===== src/rtl/mc_ctrl_pkg.sv =====
// Shared types for the multi-cycle control unit: FSM state encoding and instruction class.
package mc_ctrl_pkg;

    typedef enum logic [2:0] {
        S_IF  = 3'd0,
        S_ID  = 3'd1,
        S_EXE = 3'd2,
        S_MEM = 3'd3,
        S_WB  = 3'd4
    } state_t;

    localparam int ALU   = 0;
    localparam int STORE = 1;
    localparam int LOAD  = 2;
    localparam int LINK  = 3;
    localparam int BR    = 4;

    typedef struct packed {
        logic br;
        logic link;
        logic load;
        logic store;
        logic alu;
    } cls_t;

    // Reduce the raw decode to one-hot: br > link > load > store > alu.
    function automatic cls_t cls_prio(input cls_t c);
        cls_t r;
        r = '0;
        if (c.br)         r.br    = 1'b1;
        else if (c.link)  r.link  = 1'b1;
        else if (c.load)  r.load  = 1'b1;
        else if (c.store) r.store = 1'b1;
        else if (c.alu)   r.alu   = 1'b1;
        return r;
    endfunction

endpackage


===== src/rtl/mc_wait_timer.sv =====
// Wait-state counter: counts cycles with run high, flags the WAIT_MAX-th such cycle.
module mc_wait_timer #(
    parameter int WAIT_MAX = 15
) (
    input  logic clk,
    input  logic resetn,
    input  logic clr,
    input  logic run,
    output logic expired
);
    localparam int CW = $clog2(WAIT_MAX + 1);

    logic [CW-1:0] cnt_q;

    // The current cycle is itself a wait cycle, so the limit is hit one count early.
    assign expired = run && (cnt_q == CW'(WAIT_MAX - 1));

    always_ff @(posedge clk or negedge resetn) begin
        if (!resetn)      cnt_q <= '0;
        else if (clr)     cnt_q <= '0;
        else if (run)     cnt_q <= cnt_q + CW'(1);
    end

endmodule


===== src/rtl/multicycle_ctrl.sv =====
// IF/ID/EXE/MEM/WB sequencer with SRAM wait-state timeout.
// Optional MULTICYCLE_CTRL_PERF_EN adds cycle and retire counters.
module multicycle_ctrl
    import mc_ctrl_pkg::*;
#(
    parameter int WAIT_MAX = 15
) (
    input  logic        clk,
    input  logic        resetn,
    input  logic        cls_alu,
    input  logic        cls_load,
    input  logic        cls_store,
    input  logic        cls_br,
    input  logic        cls_link,
    input  logic        br_taken,
    input  logic        inst_rdy,
    input  logic        data_rdy,
    output logic [2:0]  state,
    output logic        inst_req,
    output logic        ir_we,
    output logic        pc_we,
    output logic        pc_sel,
    output logic        data_req,
    output logic        data_we,
    output logic        rf_we,
    output logic        retire,
    output logic        illegal,
    output logic        bus_err
`ifdef MULTICYCLE_CTRL_PERF_EN
    ,
    output logic [31:0] perf_cycles,
    output logic [31:0] perf_retired
`endif
);
    state_t state_q, state_d;
    cls_t   cls_q, cls_d, cls_id;
    logic   active_q;
    logic   run, clr, expired;

    // active_q holds everything quiet until the first edge after reset release.
    assign cls_id = cls_prio('{br: cls_br, link: cls_link, load: cls_load,
                               store: cls_store, alu: cls_alu});
    assign run    = active_q && ((state_q == S_IF  && !inst_rdy) ||
                                 (state_q == S_MEM && !data_rdy));
    assign clr    = !run || expired;
    assign state  = state_q;

    mc_wait_timer #(.WAIT_MAX(WAIT_MAX)) u_timer (
        .clk     (clk),
        .resetn  (resetn),
        .clr     (clr),
        .run     (run),
        .expired (expired)
    );

    always_comb begin
        state_d  = state_q;
        cls_d    = cls_q;
        inst_req = 1'b0;
        ir_we    = 1'b0;
        pc_we    = 1'b0;
        pc_sel   = 1'b0;
        data_req = 1'b0;
        data_we  = 1'b0;
        rf_we    = 1'b0;
        retire   = 1'b0;
        illegal  = 1'b0;
        bus_err  = 1'b0;
        if (active_q) begin
            case (state_q)
                S_IF: begin
                    inst_req = 1'b1;
                    if (inst_rdy) begin
                        ir_we   = 1'b1;
                        state_d = S_ID;
                    end else if (expired) begin
                        bus_err = 1'b1;
                    end
                end
                S_ID: begin
                    cls_d = cls_id;
                    if (cls_id.br) begin
                        pc_we   = 1'b1;
                        pc_sel  = br_taken;
                        retire  = 1'b1;
                        state_d = S_IF;
                    end else if (cls_id == '0) begin
                        illegal = 1'b1;
                        pc_we   = 1'b1;
                        retire  = 1'b1;
                        state_d = S_IF;
                    end else begin
                        state_d = S_EXE;
                    end
                end
                S_EXE: begin
                    if (cls_q.load || cls_q.store)       state_d = S_MEM;
                    else if (cls_q.br || cls_q == '0)    state_d = S_IF;
                    else                                 state_d = S_WB;
                end
                S_MEM: begin
                    data_req = 1'b1;
                    data_we  = cls_q.store;
                    if (data_rdy) begin
                        if (cls_q.load) begin
                            state_d = S_WB;
                        end else begin
                            pc_we   = 1'b1;
                            retire  = 1'b1;
                            state_d = S_IF;
                        end
                    end else if (expired) begin
                        bus_err = 1'b1;
                        pc_we   = 1'b1;
                        state_d = S_IF;
                    end
                end
                S_WB: begin
                    rf_we   = 1'b1;
                    pc_we   = 1'b1;
                    pc_sel  = cls_q.link & br_taken;
                    retire  = 1'b1;
                    state_d = S_IF;
                end
                default: state_d = S_IF;
            endcase
        end
    end

    always_ff @(posedge clk or negedge resetn) begin
        if (!resetn) begin
            state_q  <= S_IF;
            cls_q    <= '0;
            active_q <= 1'b0;
        end else begin
            state_q  <= state_d;
            cls_q    <= cls_d;
            active_q <= 1'b1;
        end
    end

`ifdef MULTICYCLE_CTRL_PERF_EN
    logic [31:0] perf_cycles_q, perf_retired_q;

    always_ff @(posedge clk or negedge resetn) begin
        if (!resetn) begin
            perf_cycles_q  <= '0;
            perf_retired_q <= '0;
        end else begin
            if (active_q) perf_cycles_q  <= perf_cycles_q + 32'd1;
            if (retire)   perf_retired_q <= perf_retired_q + 32'd1;
        end
    end

    assign perf_cycles  = perf_cycles_q;
    assign perf_retired = perf_retired_q;
`endif

endmodule


===== config.mk =====
export PLATFORM = sky130hd
export DESIGN_NAME = multicycle_ctrl
export DESIGN_NICKNAME = d
export VERILOG_FILES = /design/src/rtl/mc_ctrl_pkg.sv /design/src/rtl/mc_wait_timer.sv /design/src/rtl/multicycle_ctrl.sv
export SDC_FILE = /design/constraint.sdc
export NUM_CORES = 1
export LEC_CHECK = 0
export CELL_PAD_IN_SITES_DETAIL_PLACEMENT = 2
export CELL_PAD_IN_SITES_GLOBAL_PLACEMENT = 2
export CORE_UTILIZATION = 39
export CTS_BUF_LIST = sky130_fd_sc_hd__clkbuf_4
export DETAILED_ROUTE_END_ITERATION = 8
export DONT_BUFFER_PORTS = 1
export PLACE_DENSITY = 0.86
export SYNTH_ARGS = -nofsm -noshare
export SYNTH_HDL_FRONTEND = slang
export SYNTH_HIERARCHICAL = 1
export SYNTH_SLANG_ARGS = --single-unit
export TNS_END_PERCENT = 1

===== constraint.sdc =====
create_clock -name clk -period 2.6 [get_ports clk]
set_input_delay 0.13 -clock clk [delete_from_list [all_inputs] [get_ports clk]]
set_output_delay 0.13 -clock clk [all_outputs]
set_load 0.005 [all_outputs]

== Yosys cells after proc, flatten, opt, wreduce, memory -nomap -nowiden ==
Index checks and enable logic that the tools add are counted.
Word-level totals
  register bits after elaboration: 13
  input port bits: 10
  output and inout port bits: 13
  word-level logic and storage cells: 85
Operators by class
  add/subtract/negate cells: 1
  eq/ne operators: 7
  mux-type cells: 51
  bitwise gates (word level): 1
  reductions and logical operators: 17
Operators by type and width (count)
  1-bit 2-to-1 mux: 33
  3-bit 2-to-1 mux: 7
  4-bit 2-to-1 mux: 3
  3-bit case mux with 4 select lines: 1
  5-bit zero test: 2
  3-bit by 2-bit == test with 1-bit output (second input constant): 2
  2-bit 2-to-1 mux: 3
  1-bit case mux with 3 select lines: 2
  4-bit by 1-bit adder with 4-bit output (second input constant): 1
  4-bit == test (second input constant): 1
  1-bit logical AND: 4
  1-bit logical OR: 4
  1-bit case mux with 2 select lines: 2
  3-bit by 1-bit == test with 1-bit output (second input constant): 1
  3-bit == test (second input constant): 1
  1-bit zero test: 3
  3-bit zero test: 1
  3-bit inequality test (second input constant): 1
  3-bit AND reduction: 1
  2-bit inequality test (second input constant): 1
  2-bit AND reduction: 1
  2-bit nonzero test: 1
  1-bit bitwise AND: 1

== Depth between registers and ports, before layout ==
  depth after elaboration: 10
  depth in mapped cells: 8
  mapped depth without buffers: 7

== Modules after synthesis ==
Netlist, hierarchy kept.
By module, submodules not included
  multicycle_ctrl: instances 1, cells an instance 75, area each 686.9 um^2, sequential area each 225.2 um^2
  mc_wait_timer: instances 1, cells an instance 20, area each 222.7 um^2, sequential area each 100.1 um^2

== Worst setup path before layout ==
OpenSTA, ideal clock, no wires.
  path type: reg2reg
  from: register state_q[0] (netlist: state[0])
  to: register state_q[0] (netlist: state[0])
  library setup time: 0.125 ns
  arrival: 1.883 ns
  required time: 2.475 ns
  slack: 0.592 ns
  stages on the path, launching flop included: 8
  path buffers: 1
  clock period less this slack: 2.008 ns
  path through: dfrtp_1 buf_2 nor3_1 o21ai_1 inv_1 and4_1 o41ai_2 mux2_2
Between the ends
  cells in the longest elaborated chain, start to end: 7
  elaborated cells on any way between the ends: 13
  those cells by class: 5 x eq/ne; 1 x mux; 7 x reduce/logical
Ends and longest elaborated chain
  from (decl): line multicycle_ctrl.sv:35  | state_t state_q, state_d;
  from (signal assigned): line multicycle_ctrl.sv:136  | state_q <= state_d;
  3-bit by 2-bit == test with 1-bit output / 3-bit zero test (equally long branches): line multicycle_ctrl.sv:44, multicycle_ctrl.sv:43
  1-bit logical AND (on tied branches): line multicycle_ctrl.sv:44, multicycle_ctrl.sv:43
  1-bit logical OR *: line multicycle_ctrl.sv:43  | assign run = active_q && ((state_q == S_IF && !inst_rdy) ||
  1-bit logical AND *: line multicycle_ctrl.sv:43
  via run: line multicycle_ctrl.sv:38  | logic run, clr, expired;
  1-bit logical AND *: line mc_wait_timer.sv:16  | assign expired = run && (cnt_q == CW'(WAIT_MAX - 1));
  via expired: line multicycle_ctrl.sv:38
  3-bit inequality test (no line) *
  3-bit AND reduction (no line) *
Mark *: on every way through the listed nets, which the timed path passes. The rest lies on a longest branch.
A chain may end at the register's enable or synchronous reset.

== Worst setup path after layout ==
  from: register state_q[1] (netlist: state[1])
  to: output pc_we
Between the ends
  cells in the longest elaborated chain, start to end: 9
  elaborated cells on any way between the ends: 13
  those cells by class: 3 x eq/ne; 4 x mux; 6 x reduce/logical
Ends and longest elaborated chain
  3-bit by 2-bit == test with 1-bit output / 3-bit zero test (equally long branches): line multicycle_ctrl.sv:44, multicycle_ctrl.sv:43
  1-bit logical AND (on tied branches): line multicycle_ctrl.sv:44, multicycle_ctrl.sv:43
  1-bit logical OR *: line multicycle_ctrl.sv:43
  1-bit logical AND *: line multicycle_ctrl.sv:43
  via run: line multicycle_ctrl.sv:38
  1-bit logical AND *: line mc_wait_timer.sv:16
  via expired: line multicycle_ctrl.sv:38
  1-bit 2-to-1 mux *: line multicycle_ctrl.sv:112  | end else if (expired) begin
  1-bit 2-to-1 mux *: line multicycle_ctrl.sv:104  | if (data_rdy) begin
  1-bit case mux with 3 select lines *: line multicycle_ctrl.sv:70  | case (state_q)
  1-bit 2-to-1 mux *: line multicycle_ctrl.sv:69  | if (active_q) begin
  to (decl): line multicycle_ctrl.sv:21  | output logic pc_we,
Marks and branches as above.

==> results.md <==
- Post-synth top area share: 35.76%
- Reg clk slew, reported paths: 0.09 ns
- Final WL: 2603 µm
- Vias/cell: 5.846
- Final period util: 92.49%
- Post-CTS Hold Buffers: 5
- IR drop worst, VDD: 0.0003855 V
- WP data required: 2.47 ns
- Placement Rows: 17
- Clk buf depth: 2
- Quantity of I/O buffers inserted on ports: 0
- Most instantiated cells after synthesis: dfrtp_1, nand2_1, nor2_1, nor2b_1
- Crit path launch type: register
- Hold Path Class: in2reg
- Routability congestion estimate: a little under 0.8
- Sink Count: 13
- Register area share after synthesis: 35.76%
- Syn nets: 107
- Clock Skew: 0.003937 ns
- # setup viols final: 0
- Status: finished, final reports clean
- Worst setup startpoint: state[1]
- Initial Util: 41.12%
- Die X: approximately 50 µm
- Final Critical Period: 2.405 ns
- Remaining DRCs: 0
- GRT Overall Usage: between 20% and 30%
- Final setup TNS: 0 ns
- Die area: 0.002530 mm²
- Layout Cells excl Fill: 130
- Most common cell in the synthesized netlist: dfrtp_1
- Warnings, synthesis: 6
- Post-DR wirelength/cell: 20.02 µm
- Post-CTS Setup Bufs: 0
- Util after Layout: 45.87%
- Clock latency on the worst-skew pair: between 0.2 and 0.3 ns
- Htree depth: 1
- Worst-Margin Slew: 0.6054 ns
- CTS tree: yes
- Die height: ~50 µm
- Root Driver: clkbuf_4
- First-pass DRT Iterations: 2
- Area grow syn2layout: 11.55%
- # Max-Cap Violations: 0
- Synth async-reset ratio: 100.0%
- Post-Syn Area per Cell: 9.575 µm²
- RSZ-0062 raised after global routing: false
- Multi-input gate area: roughly 540 µm²
- HPWL Detailed: 1932 µm
- Nets: 115
- Final Power: 0.0007940 W
- Initial drt markers: 5
- WS Path Type: reg2out
- Worst hold start: cls_br
- Area leader, netlist: dfrtp_1
- CTS buffer count: 3
- Fin. Hold Viols: 0
- Antenna diodes: 0
- Worst reg2reg path startpoint: state[1]
- Io pins: 23
- Post-synth EDFFs: 0
- Overflow after GRT: 0
- Pin count of the biggest net entering global routing: 14
- CTS resizes: 0
- Global-route wire length before repair: between 4000 and 5000 µm
- Antenna violations before repair: 0
- Most common flop cell mapped by yosys: dfrtp_1
- CP arrival: 2.27 ns
- Leakage: about 0.43 nW
- Final ANT Viol Nets: 0
- # placed instances: 121
- Fraction of layout cells with a size suffix above 1: 16.67%
- Filler instances: 242
- Vias in the first global route: 822
- Core ar.: between 0.002 and 0.0025 mm²
- Crit end category: primary output
- F_max: 415.9 MHz
- Routed vias: 760
- FF/Latch Area: approximately 330 µm²
- Synth unique cells: 51
- Rel. slew slack: 59.51%
- Power per Cell Area: 782.4 mW/mm²
- Syn Inst Count: 95
- Yosys reg bits: 13
- CP Max Fanout: 7
- Post-Syn Area: around 910 µm²
- Slew Viols, Final: 0
- Synth top area cells: dfrtp_1, nor2b_1, ha_1
## stage by stage
| stage | setup WS, ns | instance area (µm²) | hold slack (ns) |
|---|---|---|---|
| 5_1_grt | 0.09559 | 1015 | 0.002696 |
| 2_1_floorplan | 0.5925 | 909.6 | -0.1656 |
| 6_report | 0.1954 | 1015 | 0.01376 |
| 4_1_cts | 0.1593 | 1015 | 0.009375 |
| 3_5_place_dp | 0.3463 | 937.1 | -0.1653 |
| 3_3_place_gp | 0.5584 | 937.1 | -0.1653 |
## cell type report
type / count / share of cell area, %
repair buffers: 8 / 7.152
inverters: 5 / 1.850
well taps: 28 / 3.453
multi-input cells: 72 / 52.77
clock buffers: 3 / 2.219
flip-flops and latches: 13 / 32.06
clock inverters: 1 / 0.4932
## cells by family after synthesis
family | after synthesis | synth area share, %
buffers and inverters | 10 | 5.363
AO/OA/AOI/OAI | 19 | 16.92
AND/OR/NAND/NOR | 45 | 32.74
flip-flops | 13 | 35.76
adder cells (fa/ha/maj) | 2 | 2.751
XOR/XNOR | 2 | 1.926
multiplexers | 3 | 4.126
other | 1 | 0.4123
## power breakdown
part | internal [W] | switching [W]
Combinational | 0.000141 | 0.000211
Sequential | 0.000247 | 0.0000642
Clock | 0.0000572 | 0.0000743
## sequential cells by signal (all words and copies together), names as in the netlist
signal	count
active_q	1
cls_q	5
state	3
u_timer/cnt_q	4
## path summary, 6_finish.rpt
check,slack [ns],cells after the start,to
worst max register to register,0.28,6,state[0]
max in group asynchronous,1.92,1,cls_q[4]
worst min register to register,0.53,1,cls_q[4]
worst min-delay path,0.01,2,cls_q[3]
worst max-delay path,0.20,7,pc_we
min in group asynchronous,0.29,1,state[1]
## critical path, cell delays in order (launching register included)
cell      delay, ns
dfrtp_1        0.47
and3b_1        0.23
o21ai_1        0.25
inv_1          0.19
and4_1         0.29
nor2b_1        0.15
o32ai_1        0.27
o21bai_1       0.14
## routing by layer
| layer | routed length [µm] | vias to the layer above | share of wire (%) | global-route usage [%] |
|---|---|---|---|---|
| li1 | - | 356 | - | - |
| met1 | 1074 | 384 | 41 | 26.27 |
| met2 | 1400 | 14 | 54 | 40.89 |
| met3 | 76 | 6 | 2.9 | 5.152 |
| met4 | 51 | 0 | 2.0 | 8.796 |
| met5 | 0 | - | 0 | 0 |
## cells in the final DEF (no fill, tap or decap), types with 2 or more instances in the layout
master         instances
inv_1                  4
nand2_1                6
nor2b_1                5
nand3_1                2
and2_1                 2
nor3_1                 3
dlygate4sd3_1          5
nand2b_1               4
a21oi_1                3
clkbuf_4               3
nor2_1                 6
dfrtp_1               13
o21ai_1                2
buf_4                  3
o211ai_1               3
ha_1                   2
Power figures use the tool's default switching activity.
